<file path="src/rtl/wb_periph_splitter_if.sv">
// Bus bundle for wb_periph_splitter: upstream Wishbone port plus the shared downstream peripheral bus.
interface wb_periph_splitter_if #(
    parameter int N_SLAVES = 4
);
    logic                     wbs_cyc_i;
    logic                     wbs_stb_i;
    logic                     wbs_we_i;
    logic [3:0]               wbs_sel_i;
    logic [31:0]              wbs_adr_i;
    logic [31:0]              wbs_dat_i;
    logic                     wbs_ack_o;
    logic [31:0]              wbs_dat_o;
    logic                     s_cyc_o;
    logic [N_SLAVES-1:0]      s_stb_o;
    logic                     s_we_o;
    logic [3:0]               s_sel_o;
    logic [31:0]              s_adr_o;
    logic [31:0]              s_dat_o;
    logic [N_SLAVES-1:0]      s_ack_i;
    logic [32*N_SLAVES-1:0]   s_dat_i;

    modport slave (
        input  wbs_cyc_i, wbs_stb_i, wbs_we_i, wbs_sel_i, wbs_adr_i, wbs_dat_i,
        output wbs_ack_o, wbs_dat_o,
        output s_cyc_o, s_stb_o, s_we_o, s_sel_o, s_adr_o, s_dat_o,
        input  s_ack_i, s_dat_i
    );

    modport master (
        output wbs_cyc_i, wbs_stb_i, wbs_we_i, wbs_sel_i, wbs_adr_i, wbs_dat_i,
        input  wbs_ack_o, wbs_dat_o,
        input  s_cyc_o, s_stb_o, s_we_o, s_sel_o, s_adr_o, s_dat_o,
        output s_ack_i, s_dat_i
    );
endinterface

</file>
<file path="src/rtl/wb_periph_splitter.sv">
// Wishbone classic 1-to-N peripheral splitter with timeout, unmapped-address response and cyc-drop abort.
// Optional macro WB_SPLIT_ERR_EN adds wbs_err_o for unmapped/timed-out accesses.
module wb_periph_splitter #(
    parameter int          N_SLAVES    = 4,
    parameter int          SEL_LSB     = 16,
    parameter int          SEL_W       = 4,
    parameter int          TIMEOUT_CYC = 255,
    parameter logic [31:0] DEFAULT_DAT = 32'hDEADBEEF
) (
    input  logic                 wb_clk_i,
    input  logic                 wb_rst_ni,
    wb_periph_splitter_if.slave  bus,
`ifdef WB_SPLIT_ERR_EN
    output logic                 wbs_err_o,
`endif
    output logic                 timeout_irq_o
);
    localparam int TW = (TIMEOUT_CYC > 0) ? $clog2(TIMEOUT_CYC + 1) : 1;
    localparam logic [TW-1:0] TMAX     = '1;
    localparam logic [TW-1:0] TMO_LAST = (TIMEOUT_CYC > 0) ? TW'(TIMEOUT_CYC - 1) : '0;

    typedef enum logic [1:0] {IDLE, BUSY, RESP} state_t;

    state_t              state;
    logic [TW-1:0]       timer;
    logic [SEL_W-1:0]    sel_idx;
    logic [SEL_W-1:0]    req_idx;
    logic                req_mapped;
    logic [N_SLAVES-1:0] req_onehot;
    logic                ack_hit;
    logic [31:0]         rd_dat;
    logic                timeout_hit;

    function automatic logic [TW-1:0] sat_inc(input logic [TW-1:0] v);
        return (v == TMAX) ? v : v + 1'b1;
    endfunction

    assign req_idx     = bus.wbs_adr_i[SEL_LSB +: SEL_W];
    assign req_mapped  = 32'(req_idx) < 32'(N_SLAVES);
    assign timeout_hit = (TIMEOUT_CYC != 0) && (timer == TMO_LAST);

    always_comb begin
        req_onehot = '0;
        for (int k = 0; k < N_SLAVES; k++)
            if (req_idx == SEL_W'(k)) req_onehot[k] = 1'b1;
    end

    // Only the selected slave's ack and data are ever looked at.
    always_comb begin
        ack_hit = 1'b0;
        rd_dat  = '0;
        for (int k = 0; k < N_SLAVES; k++) begin
            if (sel_idx == SEL_W'(k)) begin
                ack_hit = bus.s_ack_i[k];
                rd_dat  = bus.s_dat_i[32*k +: 32];
            end
        end
    end

    always_ff @(posedge wb_clk_i or negedge wb_rst_ni) begin
        if (!wb_rst_ni) begin
            state         <= IDLE;
            timer         <= '0;
            sel_idx       <= '0;
            bus.wbs_ack_o <= 1'b0;
            bus.wbs_dat_o <= '0;
            bus.s_cyc_o   <= 1'b0;
            bus.s_stb_o   <= '0;
            bus.s_we_o    <= 1'b0;
            bus.s_sel_o   <= '0;
            bus.s_adr_o   <= '0;
            bus.s_dat_o   <= '0;
            timeout_irq_o <= 1'b0;
`ifdef WB_SPLIT_ERR_EN
            wbs_err_o     <= 1'b0;
`endif
        end else begin
            bus.wbs_ack_o <= 1'b0;
            timeout_irq_o <= 1'b0;
`ifdef WB_SPLIT_ERR_EN
            wbs_err_o     <= 1'b0;
`endif
            case (state)
                IDLE: begin
                    if (bus.wbs_cyc_i && bus.wbs_stb_i) begin
                        bus.s_we_o  <= bus.wbs_we_i;
                        bus.s_sel_o <= bus.wbs_sel_i;
                        bus.s_adr_o <= bus.wbs_adr_i;
                        bus.s_dat_o <= bus.wbs_dat_i;
                        sel_idx     <= req_idx;
                        if (req_mapped) begin
                            bus.s_cyc_o <= 1'b1;
                            bus.s_stb_o <= req_onehot;
                            timer       <= '0;
                            state       <= BUSY;
                        end else begin
                            bus.wbs_dat_o <= DEFAULT_DAT;
`ifdef WB_SPLIT_ERR_EN
                            wbs_err_o     <= 1'b1;
`else
                            bus.wbs_ack_o <= 1'b1;
`endif
                            state         <= RESP;
                        end
                    end
                end
                // Abort beats ack, ack beats timeout.
                BUSY: begin
                    if (!bus.wbs_cyc_i) begin
                        bus.s_cyc_o <= 1'b0;
                        bus.s_stb_o <= '0;
                        state       <= IDLE;
                    end else if (ack_hit) begin
                        bus.s_cyc_o   <= 1'b0;
                        bus.s_stb_o   <= '0;
                        bus.wbs_dat_o <= rd_dat;
                        bus.wbs_ack_o <= 1'b1;
                        state         <= RESP;
                    end else if (timeout_hit) begin
                        bus.s_cyc_o   <= 1'b0;
                        bus.s_stb_o   <= '0;
                        bus.wbs_dat_o <= DEFAULT_DAT;
                        timeout_irq_o <= 1'b1;
`ifdef WB_SPLIT_ERR_EN
                        wbs_err_o     <= 1'b1;
`else
                        bus.wbs_ack_o <= 1'b1;
`endif
                        state         <= RESP;
                    end else begin
                        timer <= sat_inc(timer);
                    end
                end
                RESP:    state <= IDLE;
                default: state <= IDLE;
            endcase
        end
    end
endmodule

</file>
<file path="src/flat_wrapper.sv">
// flat-port wrapper written by rule: the top's interface ports become plain ports
module wb_periph_splitter_flat 
#(
    parameter int          N_SLAVES    = 4,
    parameter int          SEL_LSB     = 16,
    parameter int          SEL_W       = 4,
    parameter int          TIMEOUT_CYC = 255,
    parameter logic [31:0] DEFAULT_DAT = 32'hDEADBEEF
)
  (wb_clk_i, wb_rst_ni, timeout_irq_o, bus_wbs_cyc_i, bus_wbs_stb_i, bus_wbs_we_i, bus_wbs_sel_i, bus_wbs_adr_i, bus_wbs_dat_i, bus_wbs_ack_o, bus_wbs_dat_o, bus_s_cyc_o, bus_s_stb_o, bus_s_we_o, bus_s_sel_o, bus_s_adr_o, bus_s_dat_o, bus_s_ack_i, bus_s_dat_i);
  wb_periph_splitter_if #(.N_SLAVES(N_SLAVES)) bus_i ();
  input  logic wb_clk_i;
  input  logic wb_rst_ni;
  output logic timeout_irq_o;
  input wire logic [$bits(bus_i.wbs_cyc_i)-1:0] bus_wbs_cyc_i;
  input wire logic [$bits(bus_i.wbs_stb_i)-1:0] bus_wbs_stb_i;
  input wire logic [$bits(bus_i.wbs_we_i)-1:0] bus_wbs_we_i;
  input wire logic [$bits(bus_i.wbs_sel_i)-1:0] bus_wbs_sel_i;
  input wire logic [$bits(bus_i.wbs_adr_i)-1:0] bus_wbs_adr_i;
  input wire logic [$bits(bus_i.wbs_dat_i)-1:0] bus_wbs_dat_i;
  output wire logic [$bits(bus_i.wbs_ack_o)-1:0] bus_wbs_ack_o;
  output wire logic [$bits(bus_i.wbs_dat_o)-1:0] bus_wbs_dat_o;
  output wire logic [$bits(bus_i.s_cyc_o)-1:0] bus_s_cyc_o;
  output wire logic [$bits(bus_i.s_stb_o)-1:0] bus_s_stb_o;
  output wire logic [$bits(bus_i.s_we_o)-1:0] bus_s_we_o;
  output wire logic [$bits(bus_i.s_sel_o)-1:0] bus_s_sel_o;
  output wire logic [$bits(bus_i.s_adr_o)-1:0] bus_s_adr_o;
  output wire logic [$bits(bus_i.s_dat_o)-1:0] bus_s_dat_o;
  input wire logic [$bits(bus_i.s_ack_i)-1:0] bus_s_ack_i;
  input wire logic [$bits(bus_i.s_dat_i)-1:0] bus_s_dat_i;
  assign bus_i.wbs_cyc_i = bus_wbs_cyc_i;
  assign bus_i.wbs_stb_i = bus_wbs_stb_i;
  assign bus_i.wbs_we_i = bus_wbs_we_i;
  assign bus_i.wbs_sel_i = bus_wbs_sel_i;
  assign bus_i.wbs_adr_i = bus_wbs_adr_i;
  assign bus_i.wbs_dat_i = bus_wbs_dat_i;
  assign bus_wbs_ack_o = bus_i.wbs_ack_o;
  assign bus_wbs_dat_o = bus_i.wbs_dat_o;
  assign bus_s_cyc_o = bus_i.s_cyc_o;
  assign bus_s_stb_o = bus_i.s_stb_o;
  assign bus_s_we_o = bus_i.s_we_o;
  assign bus_s_sel_o = bus_i.s_sel_o;
  assign bus_s_adr_o = bus_i.s_adr_o;
  assign bus_s_dat_o = bus_i.s_dat_o;
  assign bus_i.s_ack_i = bus_s_ack_i;
  assign bus_i.s_dat_i = bus_s_dat_i;
  wb_periph_splitter #(.N_SLAVES(N_SLAVES), .SEL_LSB(SEL_LSB), .SEL_W(SEL_W), .TIMEOUT_CYC(TIMEOUT_CYC), .DEFAULT_DAT(DEFAULT_DAT)) u_core (.wb_clk_i(wb_clk_i), .wb_rst_ni(wb_rst_ni), .bus(bus_i), .timeout_irq_o(timeout_irq_o));
endmodule
</file>
<file path="config.mk">
export PLATFORM = sky130hd
export DESIGN_NAME = wb_periph_splitter_flat
export DESIGN_NICKNAME = d
export VERILOG_FILES = /design/src/rtl/wb_periph_splitter_if.sv /design/src/rtl/wb_periph_splitter.sv /design/src/flat_wrapper.sv
export SDC_FILE = /design/constraint.sdc
export NUM_CORES = 1
export LEC_CHECK = 0
export CORE_AREA = 3 3 119 121
export CTS_BUF_LIST = sky130_fd_sc_hd__clkbuf_8
export CTS_CLUSTER_DIAMETER = 150
export DETAILED_ROUTE_END_ITERATION = 10
export DIE_AREA = 0 0 122 124
export GPL_ROUTABILITY_DRIVEN = 0
export PLACE_DENSITY = 0.94
export SLEW_MARGIN = 20
export SYNTH_ARGS = -nofsm -noshare
export SYNTH_HDL_FRONTEND = slang
export SYNTH_SLANG_ARGS = --single-unit
</file>
<file path="constraint.sdc">
create_clock -name wb_clk_i -period 4.9 [get_ports wb_clk_i]
set_clock_uncertainty 0.2 [all_clocks]
set_input_delay 0.98 -clock wb_clk_i [delete_from_list [all_inputs] [get_ports wb_clk_i]]
set_output_delay 0.98 -clock wb_clk_i [all_outputs]
set_load 0.02 [all_outputs]
</file>
-- Yosys cells after proc, flatten, opt, wreduce, memory -nomap -nowiden
Index checks and enable logic that the tools add are counted.
- $add $sub $neg: 1
- $lt $le $gt $ge: 1
- equal/unequal tests: 18
- muxes and demuxes: 52
- reduce and logical (&&, ||, !) cells: 10
- operators by type and width (cell ; count):
    two-way mux 32 bit ; 9
    case mux 32 bit (2 select lines) ; 1
    two-way mux 8 bit ; 6
    two-way mux 1 bit ; 21
    two-way mux 4 bit ; 5
    equality test 4 x 2 -> 1 bit (second input constant) ; 4
    equality test 8 bit (second input constant) ; 2
    case mux 8 bit (2 select lines) ; 1
    two-way mux 2 bit ; 5
    inequality test 2 bit (second input constant) ; 5
    adder 8 x 1 -> 8 bit (second input constant) ; 1
    equality test 4 x 1 -> 1 bit (second input constant) ; 2
    zero test 4 bit ; 2
    case mux 4 bit (2 select lines) ; 1
    AND reduction 7 bit ; 1
    AND reduction 5 bit ; 1
    < comparator 4 x 3 -> 1 bit (second input constant) ; 1
    inequality test 2 x 1 -> 1 bit (second input constant) ; 2
    inequality test 4 x 2 -> 1 bit (second input constant) ; 1
    case mux 1 bit (2 select lines) ; 2
    case mux 2 bit (2 select lines) ; 1
    AND reduction 2 bit ; 2
    AND reduction 4 bit ; 1
    inequality test 3 x 1 -> 1 bit (second input constant) ; 1
    other kinds (4) ; 4
- flip-flop bits (word level): 122
- input bits: 205
- output and inout bits: 108
- logic and storage cells: 94

-- Depth between registers and ports, before layout
- depth in word-level cells: 8
- gate-level depth with buffers: 8
- mapped depth without buffers: 6

-- Least setup slack after synthesis
Ideal clock, no wire load.
- kind: input to register
- start point: in bus_wbs_cyc_i
- end point: reg u_core.timer[2]
- setup time: 0.133 ns
- arrival: 2.154 ns
- data required time: 4.567 ns
- slack: 2.413 ns
- cell stages on the path: 6
- buffers on the path: 1
- cell sequence: and4bb_1 > buf_2 > and2_2 > nor3_2 > or3_4 > o21ai_0
- word-level cells in the longest chain between the ends: 3
- ends and longest elaborated chain (what ; RTL line ; text):
    from (decl) ; flat_wrapper.sv:15 ; input wire logic [$bits(bus_i.wbs_cyc_i)-1:0] bus_wbs_cyc_i;
    logical AND 1 bit ; wb_periph_splitter.sv:85 ; if (bus.wbs_cyc_i && bus.wbs_stb_i) begin
    inequality test 2 x 1 -> 1 bit (no line) ; - ;
    AND reduction 7 bit (no line) (*) ; - ;
    to (signal assigned) ; wb_periph_splitter.sv:131 ; timer <= sat_inc(timer);
    to (decl) ; wb_periph_splitter.sv:25 ; logic [TW-1:0] timer;
Mark *: on every way between the ends. The rest lies on a longest branch, timed or not.
A chain may end at the register's enable or synchronous reset.

-- Worst setup path after layout
- start point: in bus_s_ack_i[3]
- end point: reg u_core.bus.wbs_dat_o[8]
- word-level cells in the longest chain between the ends: 4
- ends and longest elaborated chain (what ; RTL line ; text):
    from (decl) ; flat_wrapper.sv:29 ; input wire logic [$bits(bus_i.s_ack_i)-1:0] bus_s_ack_i;
    two-way mux 1 bit (*) ; wb_periph_splitter.sv:53 ; if (sel_idx == SEL_W'(k)) begin
    two-way mux 32 bit ; wb_periph_splitter.sv:113 ; end else if (ack_hit) begin
    two-way mux 32 bit ; wb_periph_splitter.sv:109 ; if (!bus.wbs_cyc_i) begin
    case mux 32 bit (2 select lines) ; wb_periph_splitter.sv:83 ; case (state)
    to (signal assigned) ; wb_periph_splitter.sv:116 ; bus.wbs_dat_o <= rd_dat;
    to (decl) ; wb_periph_splitter_if.sv:24 ; output wbs_ack_o, wbs_dat_o,
Mark *: on every way between the ends. The rest lies on a longest branch, timed or not. The select of a mux whose other input is x is not followed.

==> report_table.html <==
<table>
<tr><th>Metric</th><th>Value</th></tr>
<tr><th colspan="2">Run status</th></tr>
<tr><td>Outcome</td><td>finished clean</td></tr>
<tr><th colspan="2">GRT</th></tr>
<tr><td>Global-route wire length before repair</td><td>28680 um</td></tr>
<tr><td>Number of global-route vias before repair</td><td>5321</td></tr>
<tr><td>Total congestion overflow</td><td>0</td></tr>
<tr><td>Largest net degree at the start of global routing</td><td>80</td></tr>
<tr><td>Total track usage</td><td>24.87%</td></tr>
<tr><td>Initial antenna violation count</td><td>0</td></tr>
<tr><th colspan="2">Floorplanning</th></tr>
<tr><td>Width of the die</td><td>122 um</td></tr>
<tr><td>Core Footprint</td><td>13190 um2</td></tr>
<tr><td>Number of rows in the core area</td><td>42</td></tr>
<tr><td>Die Y-Extent</td><td>124 um</td></tr>
<tr><td>Boundary Pins</td><td>313</td></tr>
<tr><td>Die area</td><td>15130 um2</td></tr>
<tr><td>Initial Util</td><td>43.83%</td></tr>
<tr><th colspan="2">Yosys</th></tr>
<tr><td>Share of synthesized area occupied by flip-flops and latches</td><td>51.07%</td></tr>
<tr><td>Syn Nets</td><td>628</td></tr>
<tr><td>Top-area cell type share of the netlist area</td><td>51.07%</td></tr>
<tr><td>Most frequently used cell type in the post-synthesis netlist</td><td>sky130_fd_sc_hd__dfrtp_1</td></tr>
<tr><td>Summed instance area of the synthesized netlist</td><td>5782 um2</td></tr>
<tr><td>Top flip-flop cell by instance count after synthesis</td><td>sky130_fd_sc_hd__dfrtp_1</td></tr>
<tr><td>Proportion of synthesized flip-flops having asynchronous set or reset</td><td>100.0%</td></tr>
<tr><td>Top cells by area, synth</td><td>sky130_fd_sc_hd__dfrtp_1 51%, sky130_fd_sc_hd__mux2_2 14%, sky130_fd_sc_hd__mux4_2 12%</td></tr>
<tr><td>Yosys top cell by area</td><td>sky130_fd_sc_hd__dfrtp_1</td></tr>
<tr><td>Ys Warns</td><td>0</td></tr>
<tr><td>Mapped Cells</td><td>421</td></tr>
<tr><td>Netlist cell types</td><td>44</td></tr>
<tr><td>Post-synth EDFFs</td><td>0</td></tr>
<tr><td>Most instantiated cells after synthesis</td><td>118 x sky130_fd_sc_hd__dfrtp_1, 73 x sky130_fd_sc_hd__mux2_2, 63 x sky130_fd_sc_hd__nand2_1</td></tr>
<tr><td>Flip-flop and latch count after synthesis</td><td>118</td></tr>
<tr><td>Post-Synthesis Mean Instance Area</td><td>13.73 um2</td></tr>
<tr><th colspan="2">Worst setup path</th></tr>
<tr><td>Worst Setup End Kind</td><td>flip-flop</td></tr>
<tr><td>CP arrival</td><td>3.27 ns</td></tr>
<tr><td>Critical-path maximum fanout</td><td>25</td></tr>
<tr><td>Required @ worst endpoint</td><td>5.03 ns</td></tr>
<tr><td>Critical path start-end classification</td><td>in -&gt; reg</td></tr>
<tr><td>Worst setup SP type</td><td>input pin</td></tr>
<tr><th colspan="2">Finish</th></tr>
<tr><td>Final core utilization</td><td>71.61%</td></tr>
<tr><td>Footprint of the multi-input gates</td><td>2653 um2</td></tr>
<tr><td>Layout Cells excl Fill</td><td>920</td></tr>
<tr><td>Number of nets in the layout</td><td>940</td></tr>
<tr><td>Design area</td><td>9445 um2</td></tr>
<tr><td>Number of filler instances in the final layout</td><td>871</td></tr>
<tr><td>Fraction of layout instances using a drive strength above 1</td><td>23.52%</td></tr>
<tr><td>Area taken by flip-flops and latches</td><td>2954 um2</td></tr>
<tr><td>Number of antenna repair diodes</td><td>0</td></tr>
<tr><td>Synth-to-layout area growth</td><td>63.36%</td></tr>
<tr><th colspan="2">Power</th></tr>
<tr><td>IR drop worst, VDD</td><td>261.2 uV</td></tr>
<tr><td>Post-layout power</td><td>3.190 mW</td></tr>
<tr><td>Power density over the cells</td><td>337.8 nW/um2</td></tr>
<tr><td>LEAKAGE</td><td>3.664 nW</td></tr>
<tr><th colspan="2">STA</th></tr>
<tr><td>Unrepaired setup endpoints after global routing</td><td>no</td></tr>
<tr><td>Final setup slack of the worst path</td><td>1.768 ns</td></tr>
<tr><td>Worst-case hold slack</td><td>0.2956 ns</td></tr>
<tr><td>Maximum clock rate</td><td>319.2 MHz</td></tr>
<tr><td>Final cycle utilization of the critical path</td><td>63.93%</td></tr>
<tr><td>Transition time at the pin with the least slew margin</td><td>1.062 ns</td></tr>
<tr><td>Slew Limit Fails</td><td>0</td></tr>
<tr><td>Slew margin rel.</td><td>28.95%</td></tr>
<tr><td>Total of endpoints with negative setup slack in the final report</td><td>0</td></tr>
<tr><td>Setup TNS</td><td>0 ns</td></tr>
<tr><td>Hold violation count in the final report</td><td>0</td></tr>
<tr><td>Shortest clock period the worst path allows after layout</td><td>3.132 ns</td></tr>
<tr><th colspan="2">Hold path</th></tr>
<tr><td>Worst min path class</td><td>reg -&gt; reg</td></tr>
<tr><th colspan="2">Clock tree</th></tr>
<tr><td>Number of cells upsized or downsized after cts</td><td>0</td></tr>
<tr><td>Number of setup buffers added after CTS</td><td>0</td></tr>
<tr><td>Max clock buf depth</td><td>2</td></tr>
<tr><td>Post-CTS Hold Fix Bufs</td><td>0</td></tr>
<tr><td>Clock latency on the worst-skew pair</td><td>0.42 ns</td></tr>
<tr><td>H-Tree Level Count</td><td>4</td></tr>
<tr><td>Clock Sink Count</td><td>118</td></tr>
<tr><td>CTS tree</td><td>yes</td></tr>
<tr><td>TritonCTS Buffers</td><td>17</td></tr>
<tr><td>Clock root buffer master</td><td>sky130_fd_sc_hd__clkbuf_8</td></tr>
<tr><td>Clock transition at the registers of the reported paths</td><td>0.07 ns</td></tr>
<tr><th colspan="2">Place</th></tr>
<tr><td>Post-detail-place hpwl</td><td>14510 um</td></tr>
<tr><td>Port Buf Inserts</td><td>312</td></tr>
<tr><td>Instance count after placement with tap cells included</td><td>890</td></tr>
<tr><td>Post-detailed-placement cell area</td><td>9036 um2</td></tr>
<tr><td>Pre-CTS setup slack</td><td>1.369 ns</td></tr>
<tr><th colspan="2">Route</th></tr>
<tr><td>First-pass iteration count of the detailed router</td><td>5</td></tr>
<tr><td>DRC violation total after the first TritonRoute iteration</td><td>245</td></tr>
<tr><td>Number of DRC violations after detailed routing</td><td>0</td></tr>
<tr><td>Post-detailed-route via-to-cell ratio</td><td>5.280</td></tr>
<tr><td>Total detailed-routing wirelength</td><td>18840 um</td></tr>
<tr><td>Routed vias</td><td>4858</td></tr>
<tr><td>Number of nets with antenna violations after detailed routing</td><td>0</td></tr>
<tr><td>Detailed-route wire length per cell</td><td>20.48 um</td></tr>
<tr><th colspan="2">Job</th></tr>
<tr><td>Max capacitance violation total</td><td>0</td></tr>
</table>
## path summary, 6_finish.rpt
kind	to	startpoint	slack, ns	depth (start not counted)
worst max register to register	u_core.bus.wbs_dat_o[8]	u_core.sel_idx[0]	1.79	6
max in group asynchronous	u_core.bus.s_dat_o[12]	wb_rst_ni	3.28	2
worst min register to register	u_core.bus.s_stb_o[0]	u_core.bus.s_stb_o[0]	0.30	1
worst max-delay path	u_core.bus.wbs_dat_o[8]	bus_s_ack_i[3]	1.77	7
worst min-delay path	u_core.bus.s_stb_o[0]	u_core.bus.s_stb_o[0]	0.30	1
min in group asynchronous	u_core.bus.wbs_dat_o[15]	wb_rst_ni	0.37	1
## layer usage
metal  vias up  GRT usage, %  wire [um]
li1       2147             -          -
met2       259         43.37       9887
met4         0         9.594        480
met5         -             0          0
met3        42         9.128       1868
met1      2410         27.86       6606
## state kept, by name (all words and copies together) (netlist names)
signal,cells
u_core.state,2
u_core.bus.s_cyc_o,1
u_core.bus.wbs_dat_o,32
u_core.timer,8
u_core.timeout_irq_o,1
u_core.bus.wbs_ack_o,1
u_core.bus.s_we_o,1
u_core.bus.s_adr_o,29
u_core.bus.s_stb_o,4
u_core.bus.s_dat_o,32
u_core.bus.s_sel_o,4
u_core.sel_idx,3
## report_power, final
part | switching (mW) | internal (mW) | leakage, nW
registers | 0.0970 | 1.11 | 1.36
logic | 0.463 | 0.611 | 2.11
clock network | 0.399 | 0.510 | 0.193
## worst max-delay path: stages
cell                              delay [ns]
sky130_fd_sc_hd__clkdlybuf4s50_1        0.46
sky130_fd_sc_hd__mux2i_1                0.10
sky130_fd_sc_hd__o22ai_2                0.22
sky130_fd_sc_hd__a21oi_2                0.08
sky130_fd_sc_hd__o21ai_4                0.82
sky130_fd_sc_hd__buf_4                  0.35
sky130_fd_sc_hd__mux2i_1                0.23
## logic make-up (layout without fill, tap and decap cells)
kind of cell    after synthesis  in the layout  synth area share (%)
mux                         135            135                 33.61
fa+ha+maj                     2              2                0.4327
compound gates               30             30                 3.939
buf+inv                      37            360                 3.181
simple gates                 98             98                 7.618
flops                       118            118                 51.07
xor+xnor                      1              1                0.1515
## layout by cell type, fill, tap and decap left out, drive strengths merged, types with 5 or more instances in the layout
cell / synthesis / routed
clkdlybuf4s50: 0 / 311
dfrtp: 118 / 118
mux2: 93 / 93
nand2: 63 / 63
mux4: 32 / 32
clkbuf: 12 / 18
nor2: 13 / 13
inv: 12 / 12
mux2i: 10 / 10
o21ai: 10 / 10
o31ai: 7 / 7
buf: 13 / 7
clkinv: 0 / 5
## cell type report
type | instances | area share (%)
clock buffer | 18 | 2.623
clock inverter | 12 | 1.656
inverter | 12 | 0.4769
multi-input combinational | 266 | 28.08
sequential | 118 | 31.28
tap | 176 | 2.331
timing repair buffer | 318 | 33.55
No activity file was read; power rests on OpenSTA's default activity.
